### src/rtl/flex_nbyte_packer_if.sv
// Stream bundle for flex_nbyte_packer: symbol input side, flush request and
// packed-word output side. The master drives symbols and consumes words; the
// packer sits on the slave modport.
interface flex_nbyte_packer_if #(
    parameter int BYTE_W    = 8,
    parameter int NUM_BYTES = 6
);
    localparam int CNT_W = $clog2(NUM_BYTES + 1);

    logic                        in_valid;
    logic [BYTE_W-1:0]           in_data;
    logic                        in_ready;
    logic                        flush;
    logic                        out_valid;
    logic                        out_ready;
    logic [NUM_BYTES*BYTE_W-1:0] out_data;
    logic [CNT_W-1:0]            out_count;

    modport master (
        output in_valid,
        output in_data,
        output flush,
        output out_ready,
        input  in_ready,
        input  out_valid,
        input  out_data,
        input  out_count
    );

    modport slave (
        input  in_valid,
        input  in_data,
        input  flush,
        input  out_ready,
        output in_ready,
        output out_valid,
        output out_data,
        output out_count
    );
endinterface

### src/rtl/flex_nbyte_packer.sv
// flex_nbyte_packer: collects BYTE_W-bit symbols into a NUM_BYTES-symbol word
// through a shift register, then holds the word until the consumer takes it.
// A flush closes a partial word early; unfilled slots read as zero.
// Optional feature macro FLEX_PACKER_BYPASS_EN: while a held word is being
// consumed, a new symbol may be accepted in the same cycle and becomes the
// first symbol of the next word (zero-bubble streaming). Without the macro the
// packer refuses input for the whole hold period.
module flex_nbyte_packer #(
    parameter int BYTE_W    = 8,
    parameter int NUM_BYTES = 6,
    parameter int SHIFT_MSB = 1
) (
    input  logic               clk,
    input  logic               rst,
    flex_nbyte_packer_if.slave bus
);
    localparam int               CNT_W    = $clog2(NUM_BYTES + 1);
    localparam int               WORD_W   = NUM_BYTES * BYTE_W;
    localparam logic [CNT_W-1:0] LAST_CNT = CNT_W'(NUM_BYTES - 1);
    localparam logic [CNT_W-1:0] ONE_CNT  = CNT_W'(1);

    typedef enum logic {
        S_FILL = 1'b0,
        S_HOLD = 1'b1
    } state_t;

    state_t            r_state;
    state_t            w_state_nxt;
    logic [WORD_W-1:0] r_shift;
    logic [WORD_W-1:0] w_shift_nxt;
    logic [CNT_W-1:0]  r_count;
    logic [CNT_W-1:0]  w_count_nxt;
    logic              w_in_ready;
    logic              w_accept;

    // Push one symbol in at the entry end; the oldest symbol drifts toward the
    // far end so arrival order reads naturally across the word.
    function automatic logic [WORD_W-1:0] shift_in(
        input logic [WORD_W-1:0] word,
        input logic [BYTE_W-1:0] sym
    );
        logic [WORD_W-1:0] res;
        if (SHIFT_MSB != 0) begin
            res = (word << BYTE_W) | WORD_W'(sym);
        end else begin
            res = (word >> BYTE_W) | {sym, {(WORD_W-BYTE_W){1'b0}}};
        end
        return res;
    endfunction

    // Next-state logic: accept/flush handling in FILL, hand-off in HOLD.
    always_comb begin
        w_state_nxt = r_state;
        w_shift_nxt = r_shift;
        w_count_nxt = r_count;
        w_in_ready  = (r_state == S_FILL);
`ifdef FLEX_PACKER_BYPASS_EN
        if (r_state == S_HOLD) begin
            w_in_ready = bus.out_ready;
        end
`endif
        w_accept = bus.in_valid & w_in_ready;

        case (r_state)
            S_FILL: begin
                if (w_accept) begin
                    w_shift_nxt = shift_in(r_shift, bus.in_data);
                    w_count_nxt = r_count + ONE_CNT;
                    // A flush together with a symbol closes the word including it.
                    if ((r_count == LAST_CNT) || bus.flush) begin
                        w_state_nxt = S_HOLD;
                    end
                end else if (bus.flush && (r_count != '0)) begin
                    w_state_nxt = S_HOLD;
                end
            end
            S_HOLD: begin
                // Flush is meaningless here; only the consumer releases the word.
                if (bus.out_ready) begin
                    w_state_nxt = S_FILL;
                    w_shift_nxt = '0;
                    w_count_nxt = '0;
                    // Only reachable in the bypass build: the new symbol seeds
                    // an otherwise empty word.
                    if (w_accept) begin
                        w_shift_nxt = shift_in({WORD_W{1'b0}}, bus.in_data);
                        w_count_nxt = ONE_CNT;
                    end
                end
            end
            default: begin
                w_state_nxt = S_FILL;
            end
        endcase
    end

    // State, shift register and symbol count; reset aborts any word in flight.
    always_ff @(posedge clk) begin
        if (rst) begin
            r_state <= S_FILL;
            r_shift <= '0;
            r_count <= '0;
        end else begin
            r_state <= w_state_nxt;
            r_shift <= w_shift_nxt;
            r_count <= w_count_nxt;
        end
    end

    // Outputs come straight from registers so nothing on the input side
    // reaches out_* combinationally.
    assign bus.in_ready  = w_in_ready;
    assign bus.out_valid = (r_state == S_HOLD);
    assign bus.out_data  = r_shift;
    assign bus.out_count = r_count;

endmodule

### src/flat_wrapper.sv
// flat-port wrapper written by rule: the top's interface ports become plain ports
module flex_nbyte_packer_flat 
#(
    parameter int BYTE_W    = 8,
    parameter int NUM_BYTES = 6,
    parameter int SHIFT_MSB = 1
)
  (clk, rst, bus_in_valid, bus_in_data, bus_flush, bus_out_ready, bus_in_ready, bus_out_valid, bus_out_data, bus_out_count);
  flex_nbyte_packer_if #(.BYTE_W(BYTE_W), .NUM_BYTES(NUM_BYTES)) bus_i ();
  input  logic clk;
  input  logic rst;
  input wire logic [$bits(bus_i.in_valid)-1:0] bus_in_valid;
  input wire logic [$bits(bus_i.in_data)-1:0] bus_in_data;
  input wire logic [$bits(bus_i.flush)-1:0] bus_flush;
  input wire logic [$bits(bus_i.out_ready)-1:0] bus_out_ready;
  output wire logic [$bits(bus_i.in_ready)-1:0] bus_in_ready;
  output wire logic [$bits(bus_i.out_valid)-1:0] bus_out_valid;
  output wire logic [$bits(bus_i.out_data)-1:0] bus_out_data;
  output wire logic [$bits(bus_i.out_count)-1:0] bus_out_count;
  assign bus_i.in_valid = bus_in_valid;
  assign bus_i.in_data = bus_in_data;
  assign bus_i.flush = bus_flush;
  assign bus_i.out_ready = bus_out_ready;
  assign bus_in_ready = bus_i.in_ready;
  assign bus_out_valid = bus_i.out_valid;
  assign bus_out_data = bus_i.out_data;
  assign bus_out_count = bus_i.out_count;
  flex_nbyte_packer #(.BYTE_W(BYTE_W), .NUM_BYTES(NUM_BYTES), .SHIFT_MSB(SHIFT_MSB)) u_core (.clk(clk), .rst(rst), .bus(bus_i));
endmodule
### config.mk
export PLATFORM = sky130hd
export DESIGN_NAME = flex_nbyte_packer_flat
export DESIGN_NICKNAME = d
export VERILOG_FILES = /design/src/rtl/flex_nbyte_packer_if.sv /design/src/rtl/flex_nbyte_packer.sv /design/src/flat_wrapper.sv
export SDC_FILE = /design/constraint.sdc
export NUM_CORES = 1
export LEC_CHECK = 0
export BUFFER_PORTS_ARGS = -buffer_cell sky130_fd_sc_hd__buf_2
export CORE_ASPECT_RATIO = 1.75
export CORE_UTILIZATION = 35
export CTS_CLUSTER_DIAMETER = 100
export CTS_CLUSTER_SIZE = 28
export DETAILED_ROUTE_END_ITERATION = 8
export GPL_TIMING_DRIVEN = 0
export PLACE_DENSITY = 0.69
export REMOVE_ABC_BUFFERS = 1
export SYNTH_ARGS = -nofsm -noshare
export SYNTH_HDL_FRONTEND = slang
export SYNTH_SLANG_ARGS = --single-unit
### constraint.sdc
create_clock -name clk -period 1.4 [get_ports clk]
set_input_delay 0.07 -clock clk [delete_from_list [all_inputs] [get_ports clk]]
set_output_delay 0.07 -clock clk [all_outputs]
set_load 0.02 [all_outputs]
==> results of run 1 <==
state kept, by name (all words and copies together) (netlist names):
signal                cells
u_core.bus.out_data      48
u_core.bus.out_count      3
u_core.bus.out_valid      1
layout by cell type, fill, tap and decap left out, drive strengths merged:
| master | count |
|---|---|
| buf | 78 |
| dfxtp | 52 |
| a22oi | 49 |
| nor2 | 49 |
| clkbuf | 6 |
| mux2i | 4 |
| inv | 3 |
| ha | 3 |
| nand2 | 3 |
| a211oi | 2 |
| nor2b | 2 |
| a21oi | 2 |
| nand3b | 1 |
| nand3 | 1 |
| or2 | 1 |
| nand2b | 1 |
| a2111oi | 1 |
| clkinv | 1 |
| bufinv | 1 |
per-layer routing:
| layer | vias up | wire length, microns |
|---|---|---|
| met3 | 2 | 188 |
| met2 | 42 | 2510 |
| met4 | 0 | 41 |
| met5 | - | 0 |
| met1 | 789 | 1910 |
| li1 | 808 | - |
kinds of logic after synthesis:
logic type	Yosys count
AOI/OAI and AO/OA	54
adders and majority gates	3
buffers and inverters	21
DFF	52
muxes	1
and+or+nand+nor	57
metrics by stage:
stage | setup TNS, ps | util (%)
after floorplan | -60540 | -
final | 0 | 47.6
after global placement | -103940 | 41.1
after detailed placement | -35460 | 41.8
after CTS | 0 | 46.2
after global routing | 0 | 47.6
cells in the mapped netlist:
library cell / count
a2111oi_0: 1
a211oi_1: 2
a21oi_1: 1
a21oi_2: 1
a22oi_1: 49
buf_1: 1
buf_2: 1
buf_4: 5
buf_6: 6
clkbuf_1: 5
dfxtp_1: 52
ha_1: 3
inv_1: 3
mux2i_4: 1
nand2_1: 2
nand2_2: 1
nand2b_1: 1
nand3_1: 1
nand3b_1: 1
nor2_1: 49
nor2b_1: 1
or2_2: 1
timing repair:
action / in CTS / in global routing
endpoints found under the hold margin: 0 / 0
gates cloned: 4 / 0
pin swaps: 0 / 0
buffers inserted: 4 / 8
resized for setup: 5 / 0
endpoints found under the setup margin: 50 / 25
worst max-delay path: stages, from the launching register on:
cell	delay, ps
dfxtp_4	520
mux2i_4	290
buf_4	190
a22oi_1	70
nor2_1	100
area by class of cell:
type                    count  area, sq um  area share (%)
flip-flops and latches     52         1040            42.2
well taps                  55         68.8            2.78
repair buffers             78          468            18.9
inverters                   3         11.3           0.454
clock buffers               6         72.6            2.93
multi-input cells         119          778            31.4
clock inverters             2         35.0            1.41
power by group through the flow:
stage | sequential [mW] | combinational [mW] | clock, mW
floorplan | 1.62 | 0.121 | 0
global placement | 1.58 | 0.268 | 0
detailed placement | 1.58 | 0.285 | 0
CTS | 1.55 | 0.349 | 1.05
global route | 1.56 | 0.416 | 1.08
finish | 1.55 | 0.380 | 0.997
worst min-delay path by stage:
stage | from | to | slack, ps | depth (start not counted)
floorplan | rst | u_core.bus.out_count[0] | 130 | 1
detailed placement | bus_in_data[7] | u_core.bus.out_data[7] | 330 | 3
global placement | bus_in_data[7] | u_core.bus.out_data[7] | 320 | 3
CTS | bus_in_data[7] | u_core.bus.out_data[7] | 4 | 3
global route | bus_in_data[6] | u_core.bus.out_data[6] | 10 | 3
finish | bus_in_data[0] | u_core.bus.out_data[0] | 20 | 3
==> results.yml, run 1 <==
global_route:
  top_usage_layer: "met2"
  grt_first_pass_wirelength_mm: 7.35
  use_met3_pct: 2.62
  gr-usage-met1_pct: 19.5
  grt_pass1_vias: 1465
  grt_util_met2_pct: 30.0
  antenna_found_initial: 0
  grt_start_max_net_pins: 53
  grt_usage_pct: 16.8
  grt_overflow: 0
synthesis:
  synth-simple-area-share_pct: 12.2
  synth.top_cell.area_share_pct: 55.4
  synth.area.top_cells: "dfxtp_1 55%, a22oi_1 20%, nor2_1 9.8%"
  synthCells: 188
  synth_xor_area_share_pct: 0
  synth_top_family_by_area: "compound AO/OA/AOI/OAI gates"
  synth_compound_area_share_pct: 21.6
  synth_cell_types: 22
  synth_mux_area_share_pct: 1.20
  yosysSeqAreaShare_pct: 55.4
  synthAdderAreaFrac_pct: 2.00
  yosysWarnings: 0
  syn_area_sq_mm: 0.00188
  ys_seq_elements: 52
  synth_area_per_cell_sq_um: 10.0
  yosys.area.top_type: "dfxtp_1"
worst_hold_path:
  hold_path.class: "in2reg"
place:
  numPortBuffers: 65
  placed_area_sq_mm: 0.00218
  gp_congestion: 0.679
  pre_cts_ws_ps: -745
  dp_hpwl_mm: 2.51
  placed_cells: 291
pwr:
  vdd_drop_max_mv: 0.748
  power_density_mw_per_mm2: 1180
  power.internal_mw: 2.20
  switching_share_pct: 24.8
  clkPwrFrac_pct: 34.0
  finalPower_mw: 2.93
  pwr-share-comb_pct: 13.0
  cellLeakagePower_nw: 1.10
  switchingPower_uw: 726
  seq_power_share_pct: 53.0
sta:
  hold_slack_ps: 16.7
  fin_crit_ps: 1240
  grt_setup_unrepaired: "false"
  finClkSkew_ps: 4.83
  tightest_slew_ps: 912
  slew_viol_final: 0
  hold_viol_final: 0
  setup_ws_ps: 160
  slew_headroom_pct: 39.2
  setup_viol: 0
  fmax_ghz: 0.807
  period_share_pct: 88.6
floorplan:
  die_y_microns: 98.9
  dieArea_sq_mm: 0.00568
  initial_utilization_pct: 36.1
  core_sq_mm: 0.00521
  fp.dieW_microns: 57.4
  pin_count: 66
  row_count: 35
finish:
  final_area_sq_mm: 0.00248
  drive_gt1_share_pct: 36.5
  nets: 275
  final_cells: 315
  nFillCells: 536
  n_antenna_cell: 0
  area_delta_synth_final_pct: 31.9
routing:
  drt-total-wl_mm: 4.65
  wl_per_cell_microns: 14.7
  drt-initial-drc-count: 80
  num_vias: 1641
  drtAntennaViolNets: 0
  drc: 4
  via_per_inst: 5.21
  firstDrtPassIters: 6
critical_path:
  path_max_fanout: 13
  r2r_cells: 4
  r2r_setup_slack_ps: 160
  startpoint_type: "register"
  r2r-end: "u_core.bus.out_data[6]"
  arrival_ps: 1470
  required_ps: 1630
  endpoint: "u_core.bus.out_data[6]"
  crit_path_end_kind: "register"
  crit_path_start: "u_core.bus.out_valid"
  timing.rr.start: "u_core.bus.out_valid"
  critPathKind: "reg2reg"
clocking:
  cts_buffer_depth: 2
  cts-root-buf: "clkbuf_8"
  cts.sink_count: 52
  clock_latency_ps: 290
  path_clk_slew_ps: 90
  cts_max_level: 2
  cts_tree: "built"
  numCtsBuffers: 5
  cts-hold-fix-buffers: 0
run_status:
  outcome: "finished, violations left"
  violations: "DRC"
run:
  maxCapViolations: 0
Note: power is estimated with default switching activity, not from simulation.
==> inputs of run 2 (changes only) <==
--- a/config.mk
+++ b/config.mk
@@ -6,7 +6,7 @@
 export NUM_CORES = 1
 export LEC_CHECK = 0
 export BUFFER_PORTS_ARGS = -buffer_cell sky130_fd_sc_hd__buf_2
-export CORE_ASPECT_RATIO = 1.75
+export CORE_MARGIN = 2
 export CORE_UTILIZATION = 35
 export CTS_CLUSTER_DIAMETER = 100
 export CTS_CLUSTER_SIZE = 28
==> constraint.sdc (replaced) <==
create_clock -name clk -period 1.4 [get_ports clk]
set_input_delay 0.07 -clock clk [delete_from_list [all_inputs] [get_ports clk]]
set_output_delay 0.07 -clock clk [all_outputs]
set_load 0.005 [all_outputs]
==> results.yml, run 2 (same netlist as run 1, synthesis figures left out) <==
run_status:
  outcome: "completed"
floorplan:
  fp.dieW_microns: 77.3
  row_count: 26
  pin_count: 66
  core_sq_mm: 0.00514
  die_y_microns: 77.3
  initial_utilization_pct: 36.6
  dieArea_sq_mm: 0.00597
critical_path:
  path_max_fanout: 11
  timing.rr.start: "u_core.bus.out_valid"
  crit_path_end_kind: "register"
  arrival_ps: 1500
  critPathKind: "reg2reg"
  required_ps: 1620
  r2r_cells: 4
  r2r_setup_slack_ps: 120
  critPathSlowestCell: "dfxtp_4"
  startpoint_type: "register"
  crit_chain: "mux2i_4 > buf_4 > a22oi_1 > nor2_1"
  cp_top_family: "flip-flops"
  critPathBufInv: 1
  r2r-end: "u_core.bus.out_data[7]"
  slowest_delay_ps: 470
  crit_path_start: "u_core.bus.out_valid"
place:
  placed_area_sq_mm: 0.00222
  gp_congestion: 0.684
  dp_hpwl_mm: 2.49
  numPortBuffers: 65
finish:
  area_delta_synth_final_pct: 25.3
  n_antenna_cell: 0
  regArea_sq_mm: 0.00104
  final_cell_mix: "65 x buf_2, 51 x dfxtp_1, 49 x a22oi_1, 49 x nor2_1, 6 x clkbuf_8"
  drive_gt1_share_pct: 33.1
  largest_reg_flops: 48
  utilization_pct: 45.8
  layout_commonest_cell: "buf_2"
  nFillCells: 534
  nets: 263
  final_area_sq_mm: 0.00235
  multi_input_area_sq_um: 733
sta:
  period_share_pct: 91.6
  hold_viol_final: 0
  slew_viol_final: 0
  tightest_slew_ps: 932
  hold_slack_ps: 24.8
  setup_viol: 0
  slew_headroom_pct: 37.8
  fin_crit_ps: 1280
  finClkSkew_ps: 3.47
  grt_setup_unrepaired: "false"
  fmax_ghz: 0.780
clocking:
  cts_buffer_depth: 2
  path_clk_slew_ps: 90
  cts-root-buf: "clkbuf_8"
  cts_max_level: 2
  cts_tree: "built"
  clock_latency_ps: 290
  cts.sink_count: 52
  numCtsBuffers: 5
routing:
  wl_per_cell_microns: 13.1
  drtAntennaViolNets: 0
  via_per_inst: 5.04
  drc: 0
  num_vias: 1602
  firstDrtPassIters: 4
  drt-initial-drc-count: 77
  drt-total-wl_mm: 4.16
worst_hold_path:
  hold_path.class: "in2reg"
  hold_start: "bus_in_data[1]"
  min_to: "u_core.bus.out_data[1]"
  hold_depth: 3
global_route:
  grt_first_pass_wirelength_mm: 6.76
  grt_usage_pct: 13.9
  grt_pass1_vias: 1428
  antenna_found_initial: 0
  grt_overflow: 0
  grt_start_max_net_pins: 53
pwr:
  finalPower_mw: 2.68
  power_density_mw_per_mm2: 1140
  cellLeakagePower_nw: 1.04
  vdd_drop_max_mv: 0.594
run:
  maxCapViolations: 0
[run 2: worst max-delay path by stage]
stage | endpoint | slack, ps | depth (start not counted)
final | u_core.bus.out_data[7] | 120 | 4
after global routing | u_core.bus.out_data[40] | 30 | 4
after CTS | u_core.bus.out_data[7] | 30 | 4
after detailed placement | u_core.bus.out_data[23] | -400 | 4
after global placement | u_core.bus.out_data[33] | -2160 | 3
after floorplan | u_core.bus.out_count[1] | -1140 | 3
[run 2: per-layer routing]
layer / vias to the layer above / GRT usage (%) / share of wire [%]
li1: 781 / - / -
met1: 760 / 17.6 / 47
met2: 55 / 23.0 / 47
met3: 6 / 3.65 / 5.1
met4: 0 / 4.29 / 1.1
met5: - / 0 / 0
[run 2: cell type report]
cell class	instances	share of cell area, %
timing repair buffer	68	16.5
inverter	3	0.478
tap	70	3.72
clock buffer	8	3.83
sequential	52	44.4
multi-input combinational	117	31.1
[run 2: timing repair]
item | 4_1_cts | 5_1_grt
hold buffers | 0 | 0
cloned | 2 | 0
resized for setup | 2 | 1
endpoints found under the setup margin | 50 | 38
buffers inserted | 1 | 0
[run 2: power breakdown]
group	switching, mW	leakage, nW	total, mW	internal (mW)
clock	0.452	0.0455	0.856	0.404
combinational	0.161	0.569	0.280	0.119
sequential	0.0359	0.422	1.55	1.51
total	0.649	1.04	2.68	2.04
[run 2: metrics by stage]
step           TNS [ps]  setup slack (ps)  instances
3_3_place_gp    -106810             -2160        305
5_1_grt               0              30.6        318
4_1_cts               0              31.0        318
6_report              0               118        318
3_5_place_dp     -15490              -402        307
2_1_floorplan    -56850             -1140        170
[run 2: worst register-to-register path, cell delays in order (launching register included)]
cell and delay (ps):
dfxtp_4 470, mux2i_4 320, buf_4 230, a22oi_1 90
nor2_1 100
==> inputs of run 3 (changes only) <==
--- a/config.mk
+++ b/config.mk
@@ -5,6 +5,7 @@
 export SDC_FILE = /design/constraint.sdc
 export NUM_CORES = 1
 export LEC_CHECK = 0
+export ABC_AREA = 1
 export BUFFER_PORTS_ARGS = -buffer_cell sky130_fd_sc_hd__buf_2
 export CORE_MARGIN = 2
 export CORE_UTILIZATION = 35
==> results.yml, run 3 <==
run_status:
  outcome: "completed"
sta:
  slew_viol_final: 0
  fin_crit_ps: 1310
  fmax_ghz: 0.762
  setup_viol: 0
  hold_slack_ps: 14.0
  setup_ws_ps: 88.4
  slew_headroom_pct: 38.0
  grt_setup_unrepaired: "false"
  finClkSkew_ps: 6.59
  period_share_pct: 93.7
  tightest_slew_ps: 931
  hold_viol_final: 0
pwr:
  cellLeakagePower_nw: 1.05
  vdd_drop_max_mv: 0.471
  power_density_mw_per_mm2: 1100
finish:
  largest_reg_flops: 48
  nets: 319
  drive_gt1_share_pct: 26.6
  n_antenna_cell: 0
  final_cell_mix: "65 x buf_2, 55 x nand2_1, 53 x a21oi_1, 52 x dfxtp_1, 50 x nand3_1"
  utilization_pct: 45.5
  final_area_sq_mm: 0.00248
  layout_commonest_cell: "buf_2"
  area_delta_synth_final_pct: 27.4
clocking:
  path_clk_slew_ps: 90
  cts_max_level: 2
  numCtsBuffers: 5
  cts-root-buf: "clkbuf_8"
  cts_buffer_depth: 2
  cts_tree: "built"
  cts.sink_count: 52
  clock_latency_ps: 300
synthesis:
  syn_area_sq_mm: 0.00194
  synth_cell_types: 13
  yosysSeqAreaShare_pct: 53.5
  synth_edf_count: 0
  ys.flop_type: "dfxtp_1"
  synth.area.top_cells: "dfxtp_1 54%, a21oi_1 14%, nand3_1 13%"
  async_reset_ff_share_pct: 0
  synthCells: 245
  yosysWarnings: 0
  ys_seq_elements: 52
  yosysMostFrequentCell: "nand2_1"
  yosys.area.top_type: "dfxtp_1"
  synth_area_per_cell_sq_um: 7.94
  synth_commonest_cells: "57 x nand2_1, 53 x a21oi_1, 52 x dfxtp_1, 50 x nand3_1"
  synth.top_cell.area_share_pct: 53.5
critical_path:
  startpoint_type: "register"
  crit_chain: "inv_2 > nand2_8 > nand2_1 > a21oi_1 > nor2_1"
  required_ps: 1600
  critPathKind: "reg2reg"
  arrival_ps: 1510
  cp_top_family: "flip-flops"
  critPathBufInv: 1
  crit_path_start: "u_core.bus.out_valid"
  slowest_delay_ps: 520
  timing.rr.start: "u_core.bus.out_valid"
  crit_path_end_kind: "register"
  critPathSlowestCell: "dfxtp_1"
  path_max_fanout: 25
routing:
  drt-total-wl_mm: 4.75
  drc: 0
  via_per_inst: 4.85
  num_vias: 1824
  drtAntennaViolNets: 0
  firstDrtPassIters: 4
  wl_per_cell_microns: 12.6
  drt-initial-drc-count: 154
global_route:
  grt_first_pass_wirelength_mm: 7.36
  grt_usage_pct: 14.9
  grt_pass1_vias: 1538
  grt_start_max_net_pins: 52
  antenna_found_initial: 0
  grt_overflow: 0
place:
  dp_hpwl_mm: 2.72
  numPortBuffers: 65
  placed_area_sq_mm: 0.00232
  pre_cts_ws_ps: -403
  gp_congestion: 0.702
floorplan:
  initial_utilization_pct: 35.7
  dieArea_sq_mm: 0.00617
  pin_count: 66
  core_sq_mm: 0.00544
  fp.dieW_microns: 78.5
  row_count: 27
  die_y_microns: 78.5
worst_hold_path:
  hold_start: "bus_in_data[4]"
  hold_path.class: "in2reg"
run:
  maxCapViolations: 0
[run 3: cell count changes after synthesis, moves of 2 or more]
cell	previous run	this run
a211oi_1	2	0
a21oi_1	1	53
a22oi_1	49	0
buf_2	1	10
buf_4	5	1
buf_6	6	0
clkbuf_1	5	10
nand2_1	2	57
nand3_1	1	50
nor2_1	49	2
[run 3: metrics by stage]
stage               setup TNS (ps)  total power, mW  cells
CTS                              0             2.76    374
global route                     0             2.87    376
detailed placement          -11530             1.86    363
floorplan                   -40610             1.71    224
finish                           0             2.73    376
global placement            -89610             1.84    361
[run 3: worst reg2reg max path, delay by kind of cell, from the launching register on]
family / cells / cell delay [ps]
compound gates: 1 / 150
buf+inv: 1 / 170
flops: 1 / 520
simple gates: 3 / 380
[run 3: metal layers]
layer / vias up / global-route usage, % / wire length (microns)
met1: 840 / 18.5 / 2160
met5: - / 0 / 0
met4: 0 / 5.26 / 60
met3: 5 / 3.79 / 216
li1: 934 / - / -
met2: 45 / 24.8 / 2310
[run 3: layout make-up]
cell class,instances,area (sq um)
fillers,566,2960
flip-flops and latches,52,1040
multi-input cells,168,832
repair buffers,71,403
well taps,72,90.1
clock buffers,6,82.6
inverters,5,18.8
clock inverters,2,10.0
[run 3: power breakdown]
part / internal [mW] / leakage, nW / switching [mW]
Sequential: 1.51 / 0.421 / 0.0326
Clock: 0.396 / 0.0510 / 0.479
Combinational: 0.108 / 0.577 / 0.198
Total: 2.02 / 1.05 / 0.709
[run 3: what timing repair did]
action	4_1_cts	5_1_grt
gates resized for setup	2	1
hold buffers	3	0
setup buffers	0	1
endpoints found under the hold margin	3	0
setup endpoints to repair	51	37
pin swaps	0	2
cloned	0	1
[run 3: path summary, 6_finish.rpt]
check,end,slack [ps],cells after the start
worst max-delay path,u_core.bus.out_count[2],90,5
worst min register to register,u_core.bus.out_data[47],480,2
worst min-delay path,u_core.bus.out_data[4],10,3
worst max register to register,u_core.bus.out_count[2],90,5
[run 3: cell families after synthesis]
family	after synthesis	share of synthesized area [%]
simple gates	109	24.3
compound gates	55	14.4
flops	52	53.5
buf+inv	26	5.86
fa+ha+maj	3	1.93
